===== config.mk =====
export PLATFORM = sky130hd
export DESIGN_NAME = fifo_rd_stream_adapter_flat
export DESIGN_NICKNAME = d
export VERILOG_FILES = /design/src/rtl/fifo_rd_stream_adapter_pkg.sv /design/src/rtl/fifo_rd_stream_adapter_if.sv /design/src/rtl/fifo_rd_stream_adapter_skid_buffer_2.sv /design/src/rtl/fifo_rd_stream_adapter.sv /design/src/flat_wrapper.sv
export SDC_FILE = /design/constraint.sdc
export NUM_CORES = 1
export LEC_CHECK = 0
export ABC_CLOCK_PERIOD_IN_PS = 2970
export CAP_MARGIN = 10
export CORE_ASPECT_RATIO = 1.1
export CORE_MARGIN = 10
export CORE_UTILIZATION = 35
export CTS_BUF_LIST = sky130_fd_sc_hd__clkbuf_4
export CTS_CLUSTER_DIAMETER = 60
export DETAILED_ROUTE_END_ITERATION = 16
export PLACE_DENSITY = 0.58
export REMOVE_ABC_BUFFERS = 1
export SLEW_MARGIN = 15
export SYNTH_ARGS = -nofsm -noshare
export SYNTH_HDL_FRONTEND = slang
export SYNTH_HIERARCHICAL = 1
export SYNTH_SLANG_ARGS = --single-unit

===== constraint.sdc =====
create_clock -name r_clk -period 2.97 [get_ports r_clk]
set_input_delay 0.594 -clock r_clk [delete_from_list [all_inputs] [get_ports r_clk]]
set_output_delay 0.594 -clock r_clk [all_outputs]
set_load 0.02 [all_outputs]

===== src/rtl/fifo_rd_stream_adapter_pkg.sv =====
// Shared definitions for the FIFO read-side stream adapter: default word width,
// skid depth, the occupancy type and the signed occupancy helper.
package fifo_rd_stream_adapter_pkg;

  localparam int DEFAULT_DATA_SIZE = 8;
  localparam int DEPTH             = 2;

  typedef logic [1:0] count_t;

  // Signed so that an impossible underflow shows up as a negative value
  // instead of wrapping to 3.
  function automatic logic signed [2:0] occ_sum(input count_t cnt,
                                                input logic   add,
                                                input logic   sub);
    logic signed [2:0] s_cnt;
    logic signed [2:0] s_add;
    logic signed [2:0] s_sub;
    s_cnt = $signed({1'b0, cnt});
    s_add = $signed({2'b00, add});
    s_sub = $signed({2'b00, sub});
    return s_cnt + s_add - s_sub;
  endfunction

endpackage


===== src/rtl/fifo_rd_stream_adapter_if.sv =====
// FIFO read port plus output valid/ready stream. The master modport is the
// adapter's view; the slave modport is the FIFO/consumer environment's view.
interface fifo_rd_stream_adapter_if
  import fifo_rd_stream_adapter_pkg::*;
#(
  parameter int DATA_SIZE = DEFAULT_DATA_SIZE
);

  logic                 r_empty;
  logic                 r_en;
  logic [DATA_SIZE-1:0] r_data;
  logic                 m_valid;
  logic                 m_ready;
  logic [DATA_SIZE-1:0] m_data;

  modport master (
    input  r_empty, r_data, m_ready,
    output r_en, m_valid, m_data
  );

  modport slave (
    output r_empty, r_data, m_ready,
    input  r_en, m_valid, m_data
  );

endinterface


===== src/rtl/fifo_rd_stream_adapter_skid_buffer_2.sv =====
// Two-entry in-order skid buffer; head slot is the output word.
// FIFO_RD_ADAPTER_DATA_CLR_EN: zero vacated slots and gate the head to 0 when empty.
module skid_buffer_2
  import fifo_rd_stream_adapter_pkg::*;
#(
  parameter int DATA_SIZE = DEFAULT_DATA_SIZE
) (
  input  logic                 clk,
  input  logic                 rst_n,
  input  logic                 push,
  input  logic                 pop,
  input  logic [DATA_SIZE-1:0] din,
  output logic [DATA_SIZE-1:0] head,
  output count_t               count
);

  logic [DATA_SIZE-1:0] head_q;
  logic [DATA_SIZE-1:0] tail_q;
  count_t               count_q;
  logic signed [2:0]    count_nxt;

  assign count_nxt = occ_sum(count_q, push, pop);
  assign count     = count_q;

  always_ff @(posedge clk or negedge rst_n) begin
    if (!rst_n) begin
      count_q <= '0;
      head_q  <= '0;
      tail_q  <= '0;
    end else begin
      count_q <= count_nxt[1:0];

      if (push && ((count_q == 2'd0) || ((count_q == 2'd1) && pop)))
        head_q <= din;
      else if (pop && (count_q == 2'd2))
        head_q <= tail_q;
`ifdef FIFO_RD_ADAPTER_DATA_CLR_EN
      else if (pop && (count_q == 2'd1))
        head_q <= '0;
`endif

      // Full-with-pop-and-push cannot occur under the credit rule, but the
      // tail still tracks it so the buffer stays a correct FIFO on its own.
      if (push && (((count_q == 2'd1) && !pop) || ((count_q == 2'd2) && pop)))
        tail_q <= din;
`ifdef FIFO_RD_ADAPTER_DATA_CLR_EN
      else if (pop && (count_q == 2'd2))
        tail_q <= '0;
`endif
    end
  end

`ifdef FIFO_RD_ADAPTER_DATA_CLR_EN
  assign head = (count_q != 2'd0) ? head_q : '0;
`else
  assign head = head_q;
`endif

  a_count_range: assert property (@(posedge clk) disable iff (!rst_n)
    (!count_nxt[2] && (count_nxt[1:0] <= 2'(DEPTH))));

endmodule


===== src/rtl/fifo_rd_stream_adapter.sv =====
// FIFO r_en/r_empty read port to first-word-fall-through valid/ready stream.
// FIFO_RD_ADAPTER_DATA_CLR_EN: m_data forced to 0 while m_valid is low.
module fifo_rd_stream_adapter
  import fifo_rd_stream_adapter_pkg::*;
#(
  parameter int DATA_SIZE = DEFAULT_DATA_SIZE
) (
  input  logic                     r_clk,
  input  logic                     rrst_n,
  fifo_rd_stream_adapter_if.master bus
);

  count_t            count;
  logic              inflight;
  logic              pop;
  logic signed [2:0] occ;

  assign bus.m_valid = (count != 2'd0);
  assign pop         = bus.m_valid & bus.m_ready;

  // Credit: words held plus the one arriving from RAM, less the one leaving,
  // must leave room for the word this read will deliver.
  assign occ      = occ_sum(count, inflight, pop);
  assign bus.r_en = rrst_n & ~bus.r_empty & (occ < 3'sd2);

  // ---- RAM read latency stage: inflight marks r_data valid this cycle ----
  always_ff @(posedge r_clk or negedge rrst_n) begin
    if (!rrst_n)
      inflight <= 1'b0;
    else
      inflight <= bus.r_en;
  end

  // ---- output stage: 2-entry skid buffer ----
  skid_buffer_2 #(
    .DATA_SIZE (DATA_SIZE)
  ) u_skid (
    .clk   (r_clk),
    .rst_n (rrst_n),
    .push  (inflight),
    .pop   (pop),
    .din   (bus.r_data),
    .head  (bus.m_data),
    .count (count)
  );

endmodule


===== src/flat_wrapper.sv =====
// flat-port wrapper written by rule: the top's interface ports become plain ports
module fifo_rd_stream_adapter_flat import fifo_rd_stream_adapter_pkg::*;
#(
  parameter int DATA_SIZE = DEFAULT_DATA_SIZE
)
  (r_clk, rrst_n, bus_r_empty, bus_r_data, bus_m_ready, bus_r_en, bus_m_valid, bus_m_data);
  fifo_rd_stream_adapter_if #(.DATA_SIZE(DATA_SIZE)) bus_i ();
  input  logic r_clk;
  input  logic rrst_n;
  input wire logic [$bits(bus_i.r_empty)-1:0] bus_r_empty;
  input wire logic [$bits(bus_i.r_data)-1:0] bus_r_data;
  input wire logic [$bits(bus_i.m_ready)-1:0] bus_m_ready;
  output wire logic [$bits(bus_i.r_en)-1:0] bus_r_en;
  output wire logic [$bits(bus_i.m_valid)-1:0] bus_m_valid;
  output wire logic [$bits(bus_i.m_data)-1:0] bus_m_data;
  assign bus_i.r_empty = bus_r_empty;
  assign bus_i.r_data = bus_r_data;
  assign bus_i.m_ready = bus_m_ready;
  assign bus_r_en = bus_i.r_en;
  assign bus_m_valid = bus_i.m_valid;
  assign bus_m_data = bus_i.m_data;
  fifo_rd_stream_adapter #(.DATA_SIZE(DATA_SIZE)) u_core (.r_clk(r_clk), .rrst_n(rrst_n), .bus(bus_i));
endmodule

**Word level (Yosys, flattened, before mapping)**

Index checks and enable logic that the tools add are counted.

- Add/subtract/negate cells: 2
- Reductions and logical operators: 11
- Multiplexer cells: 2
- Bitwise gates (word level): 4
- Equal/unequal tests: 2
- Order comparisons: 1

Operator list:

| kind | number |
|---|---|
| $mux W8 | 2 |
| $logic_and A1 B1 Y1 | 5 |
| $reduce_bool A2 Y1 | 2 |
| $add A2 B1 Y3 | 1 |
| $and A1 B1 Y1 | 3 |
| $lt A3 B3 Y1 const B | 1 |
| $sub A3 B2 Y3 | 1 |
| $eq A2 B1 Y1 const B | 1 |
| $eq A2 B2 Y1 const B | 1 |
| $logic_not A2 Y1 | 1 |
| $logic_or A1 B1 Y1 | 2 |
| $logic_not A1 Y1 | 1 |
| $not A1 Y1 | 1 |

- Output and inout bits: 10
- Bits of input ports: 12
- Logic and storage cells: 26
- Flip-flop bits (word level): 19

**Longest topological paths before layout**

- Depth in word-level cells: 6
- Gate-level depth with buffers: 7
- Mapped depth without buffers: 7

**Hierarchy**

Netlist, hierarchy kept.

By module, submodules not included:

| module | seq. area each (µm²) | times used | area an instance (µm²) | cells each |
|---|---|---|---|---|
| skid_buffer_2 | 450.4 | 1 | 827.0 | 65 |
| fifo_rd_stream_adapter | 25.0 | 1 | 112.6 | 12 |

**Worst setup path after synthesis**

No wires, ideal clock.

- Kind: register -> output
- Start: register u_core.u_skid.count_q[1], in the netlist u_core/u_skid/count[1]
- End: output bus_r_en
- Required time: 2.376 ns
- Data arrival time: 2.137 ns
- Stages on the path, launching flop included: 8
- Path buffers: 0
- Slack: 0.239 ns
- Cells stage by stage: dfrtp_1 > or2_4 > and2_4 > ha_1 > nor2b_1 > fa_1 > xor2_1 > a21oi_1

- Word-level cells in the longest chain between the ends: 5

RTL lines:

| what | line | RTL |
|---|---|---|
| start: declaration | fifo_rd_stream_adapter_skid_buffer_2.sv:19 | `count_t count_q;` |
| start signal: assignment | fifo_rd_stream_adapter_skid_buffer_2.sv:31 | `count_q <= count_nxt[1:0];` |
| $reduce_bool A2 Y1 | fifo_rd_stream_adapter.sv:18 | `assign bus.m_valid = (count != 2'd0);` |
| named net bus_m_valid | flat_wrapper.sv:14 | `output wire logic [$bits(bus_i.m_valid)-1:0] bus_m_valid;` |
| $and A1 B1 Y1 | fifo_rd_stream_adapter.sv:19 | `assign pop = bus.m_valid & bus.m_ready;` |
| named net u_core.pop | fifo_rd_stream_adapter.sv:15 | `logic pop;` |
| $sub A3 B2 Y3 | fifo_rd_stream_adapter_pkg.sv:21 | `return s_cnt + s_add - s_sub;` |
| $lt A3 B3 Y1 | fifo_rd_stream_adapter.sv:24 | `assign bus.r_en = rrst_n & ~bus.r_empty & (occ < 3'sd2);` |
| $and A1 B1 Y1 | fifo_rd_stream_adapter.sv:24 |  |
| end: declaration | flat_wrapper.sv:13 | `output wire logic [$bits(bus_i.r_en)-1:0] bus_r_en;` |

The timed path passes the listed nets, and every way through them passes these cells.

**Worst setup path after layout**

- Start: input bus_m_ready
- End: output bus_r_en

- Word-level cells in the longest chain between the ends: 4

RTL lines:

| what | line | RTL |
|---|---|---|
| start: declaration | flat_wrapper.sv:12 | `input wire logic [$bits(bus_i.m_ready)-1:0] bus_m_ready;` |
| $and A1 B1 Y1 | fifo_rd_stream_adapter.sv:19 |  |
| named net u_core.pop | fifo_rd_stream_adapter.sv:15 |  |
| $sub A3 B2 Y3 | fifo_rd_stream_adapter_pkg.sv:21 |  |
| $lt A3 B3 Y1 | fifo_rd_stream_adapter.sv:24 |  |
| $and A1 B1 Y1 | fifo_rd_stream_adapter.sv:24 |  |

The timed path passes the listed nets, and every way through them passes these cells.

==> impl_metrics.tcl <==
set metrics [dict create \
    power_density_mw_per_mm2 1050 \
    firstDrtPassIters 3 \
    grt_setup_unrepaired "false" \
    post_synthesis_cell_count 77 \
    synth_sequential_area_ratio_pct 50.6 \
    worstMarginPinSlew_ns 0.424 \
    postCtsSetupRepairBufs 0 \
    area_of_the_die_mm2 0.00516 \
    path_cells "clkdlybuf4s50_1 > and2_4 > ha_1 > nor2b_1 > fa_1 > a21oi_2 > buf_4" \
    grt_start_max_net_pins 20 \
    antennaDiodeCount 0 \
    fin_skew_ns 0.00932 \
    min_clock_period_post_route_ns 2.90 \
    setup_total_negative_slack_ns 0 \
    dp.cells 132 \
    worst_setup_path_end_kind "primary output" \
    clock.fmax_mhz 345 \
    vias 675 \
    finalSetupViolations 0 \
    num_io_pins 22 \
    post_layout_nonfiller_instances 136 \
    layout_utilization_pct 48.9 \
    detailedPlacementHpwl_mm 1.53 \
    yosys.cell_types.count 23 \
    worstPathArrival_ns 2.30 \
    drive_above_1_share_pct 21.9 \
    cp_slowest_stage_delay_ns 0.45 \
    clock-sinks 19 \
    leading_post_synthesis_cells_by_cell_area "sky130_fd_sc_hd__dfrtp_1, sky130_fd_sc_hd__mux2_2, sky130_fd_sc_hd__a2bb2oi_1" \
    clk_root_buffer_cell "sky130_fd_sc_hd__clkbuf_4" \
    synthesis.yosys.warnings 6 \
    synth_top_area_share_pct 50.6 \
    ctsLongestPathBuffers 2 \
    final_hold_viol_count 0 \
    path_max_fanout 2 \
    fillers 238 \
    run_status "finished, final reports clean" \
    layout_commonest_cell "sky130_fd_sc_hd__clkdlybuf4s50_1" \
    routedWlPerCell_um 15.3 \
    syn-mean-instance-area_um2 12.2 \
    detail_route.wirelength_mm 2.08 \
    p_leak_uw 0.000548 \
    synth_largest_area_cell "sky130_fd_sc_hd__dfrtp_1" \
    cpLargestDelayFamily "adder cells" \
    clock_latency_ns 0.29 \
    min_period_over_period_pct 97.6 \
    cts_inserted_buffers 3 \
    critPathSlowestCell "sky130_fd_sc_hd__clkdlybuf4s50_1" \
    finalWorstSetupSlack_ns 0.0721 \
    pre_cts_slack_ns -0.452 \
    headroom_to_the_max_slew_limit_pct 71.8 \
    ir_drop_mv 0.519 \
    grt_usage_pct 8.15 \
    drt-vias-per-instance 4.96 \
    h-tree-depth 1 \
    initial_antenna_violation_count 0 \
    report.final.slew_viol_count 0 \
    place.gp.congestion 0.716 \
    first_iter_violations 15 \
    placement_rows 19 \
    clkTransAtPathRegs_ns 0.10 \
    synth-seq-cells 19 \
    regToRegSetupSlack_ns 0.89 \
    place.port_buffers 21 \
    min_path_type "flip-flop to flip-flop" \
    finalPower_uw 1310 \
    chipHeight_um 74.3 \
    netlist_area_um2 940 \
    hold_buf_count_cts 0 \
    vias_in_the_first_global_route 692 \
    layout_common_cells "sky130_fd_sc_hd__clkdlybuf4s50_1, sky130_fd_sc_hd__dfrtp_1, sky130_fd_sc_hd__mux2_2, sky130_fd_sc_hd__nand2_1" \
    synthToLayoutAreaGrowth_pct 32.4 \
    cap_violations 0 \
    critical_path.n_buffers_inverters 2 \
    critical_path_required_ns 2.38 \
    effective_utilization_at_floorplan_pct 36.9 \
    detail-route-antenna-nets 0 \
    path_type_of_the_worst_setup_path "primary input to primary output" \
    setup.worst_path.start_class "primary input" \
    core_area_mm2 0.00254 \
    die_x_um 69.4 \
    cts_tree "yes" \
    design.final.nets 122 \
    grt.overflow.total 0 \
    post-route-drc-count 0 \
    first_pass_grt_wire_length_mm 3.51 \
]
cell usage after synthesis:
master / number
sky130_fd_sc_hd__nand3b_1: 1
sky130_fd_sc_hd__ha_1: 3
sky130_fd_sc_hd__and3b_1: 1
sky130_fd_sc_hd__nor2b_1: 2
sky130_fd_sc_hd__xor2_1: 1
sky130_fd_sc_hd__a32o_1: 1
sky130_fd_sc_hd__or2_4: 1
sky130_fd_sc_hd__and2_4: 1
sky130_fd_sc_hd__fa_1: 1
sky130_fd_sc_hd__nand2_1: 8
sky130_fd_sc_hd__xnor2_1: 2
sky130_fd_sc_hd__nand2b_1: 2
sky130_fd_sc_hd__a31o_1: 1
sky130_fd_sc_hd__a22oi_1: 7
sky130_fd_sc_hd__o21ai_4: 1
sky130_fd_sc_hd__a2bb2oi_1: 7
sky130_fd_sc_hd__mux2_2: 8
sky130_fd_sc_hd__buf_6: 1
sky130_fd_sc_hd__a21oi_1: 1
sky130_fd_sc_hd__dfrtp_1: 19
sky130_fd_sc_hd__buf_2: 2
sky130_fd_sc_hd__nor3b_1: 1
sky130_fd_sc_hd__inv_1: 5
final timing paths:
check | depth (start not counted) | start | end
setup / recovery | 7 | bus_m_ready | bus_r_en
hold / removal | 1 | u_core/u_skid/head[4]$_DFFE_PN0P_ | u_core/u_skid/head[4]$_DFFE_PN0P_
setup reg to reg | 6 | u_core/u_skid/count[1]$_DFF_PN0_ | u_core/u_skid/tail_q[0]$_DFFE_PN0P_
hold reg to reg | 1 | u_core/u_skid/head[4]$_DFFE_PN0P_ | u_core/u_skid/head[4]$_DFFE_PN0P_
max in group asynchronous | 2 | rrst_n | u_core/u_skid/tail_q[4]$_DFFE_PN0P_
min in group asynchronous | 2 | rrst_n | u_core/u_skid/tail_q[3]$_DFFE_PN0P_
worst register-to-register path, cell delays in order, from the launching register on:
cell                      delay, ns
sky130_fd_sc_hd__dfrtp_1       0.39
sky130_fd_sc_hd__or2_4         0.25
sky130_fd_sc_hd__and2_4        0.16
sky130_fd_sc_hd__buf_4         0.14
sky130_fd_sc_hd__and3b_1       0.30
sky130_fd_sc_hd__o21ai_4       0.37
sky130_fd_sc_hd__mux2_2        0.38
kinds of logic (layout without fill, tap and decap cells):
family / count (synthesis) / in the layout / share of synthesized area, %
xor gates and xnor gates: 3 / 3 / 2.80
DFF: 19 / 19 / 50.6
muxes: 8 / 8 / 9.59
and+or+nand+nor: 17 / 17 / 10.3
buffers and inverters: 8 / 36 / 4.26
AOI/OAI and AO/OA: 18 / 18 / 16.4
adders and majority gates: 4 / 4 / 6.13
flip-flops by register name, summed over array words and instances (netlist names):
register	cells
u_core/u_skid/tail_q	8
u_core/u_skid/head	8
u_core/inflight	1
u_core/u_skid/count	2
per-stage QoR:
stage          area, um2  hold WS [ns]
6_report            1240         0.514
5_1_grt             1240         0.535
4_1_cts             1240         0.520
3_5_place_dp        1210         0.494
3_3_place_gp        1210         0.489
2_1_floorplan        918         0.298
what timing repair did:
item                       in CTS  in global routing
gates resized for setup         4                  2
gates cloned                    0                  0
setup endpoints to repair       1                  1
per-layer routing:
layer | routed length, um | share of wire, % | GRT usage (%)
met5 | 0 | 0 | 0
met2 | 983 | 47 | 13.0
met1 | 986 | 47 | 10.1
met4 | 9 | 0.43 | 2.01
met3 | 96 | 4.6 | 3.19
where the power goes:
part	leakage, uW	switching (uW)	internal (uW)	total [uW]
Sequential	0.000232	67.2	389	456
Combinational	0.000298	348	367	715
Clock	0.0000184	77.4	61.3	139
cell type report:
class	instances	area, um2	share of cell area [%]
timing repair buffer	27	253	20.3
tap	31	38.8	3.12
inverter	5	18.8	1.51
multi-input combinational	50	428	34.4
clock buffer	4	30.0	2.41
sequential	19	475	38.2
(Power assumes the default switching activity.)
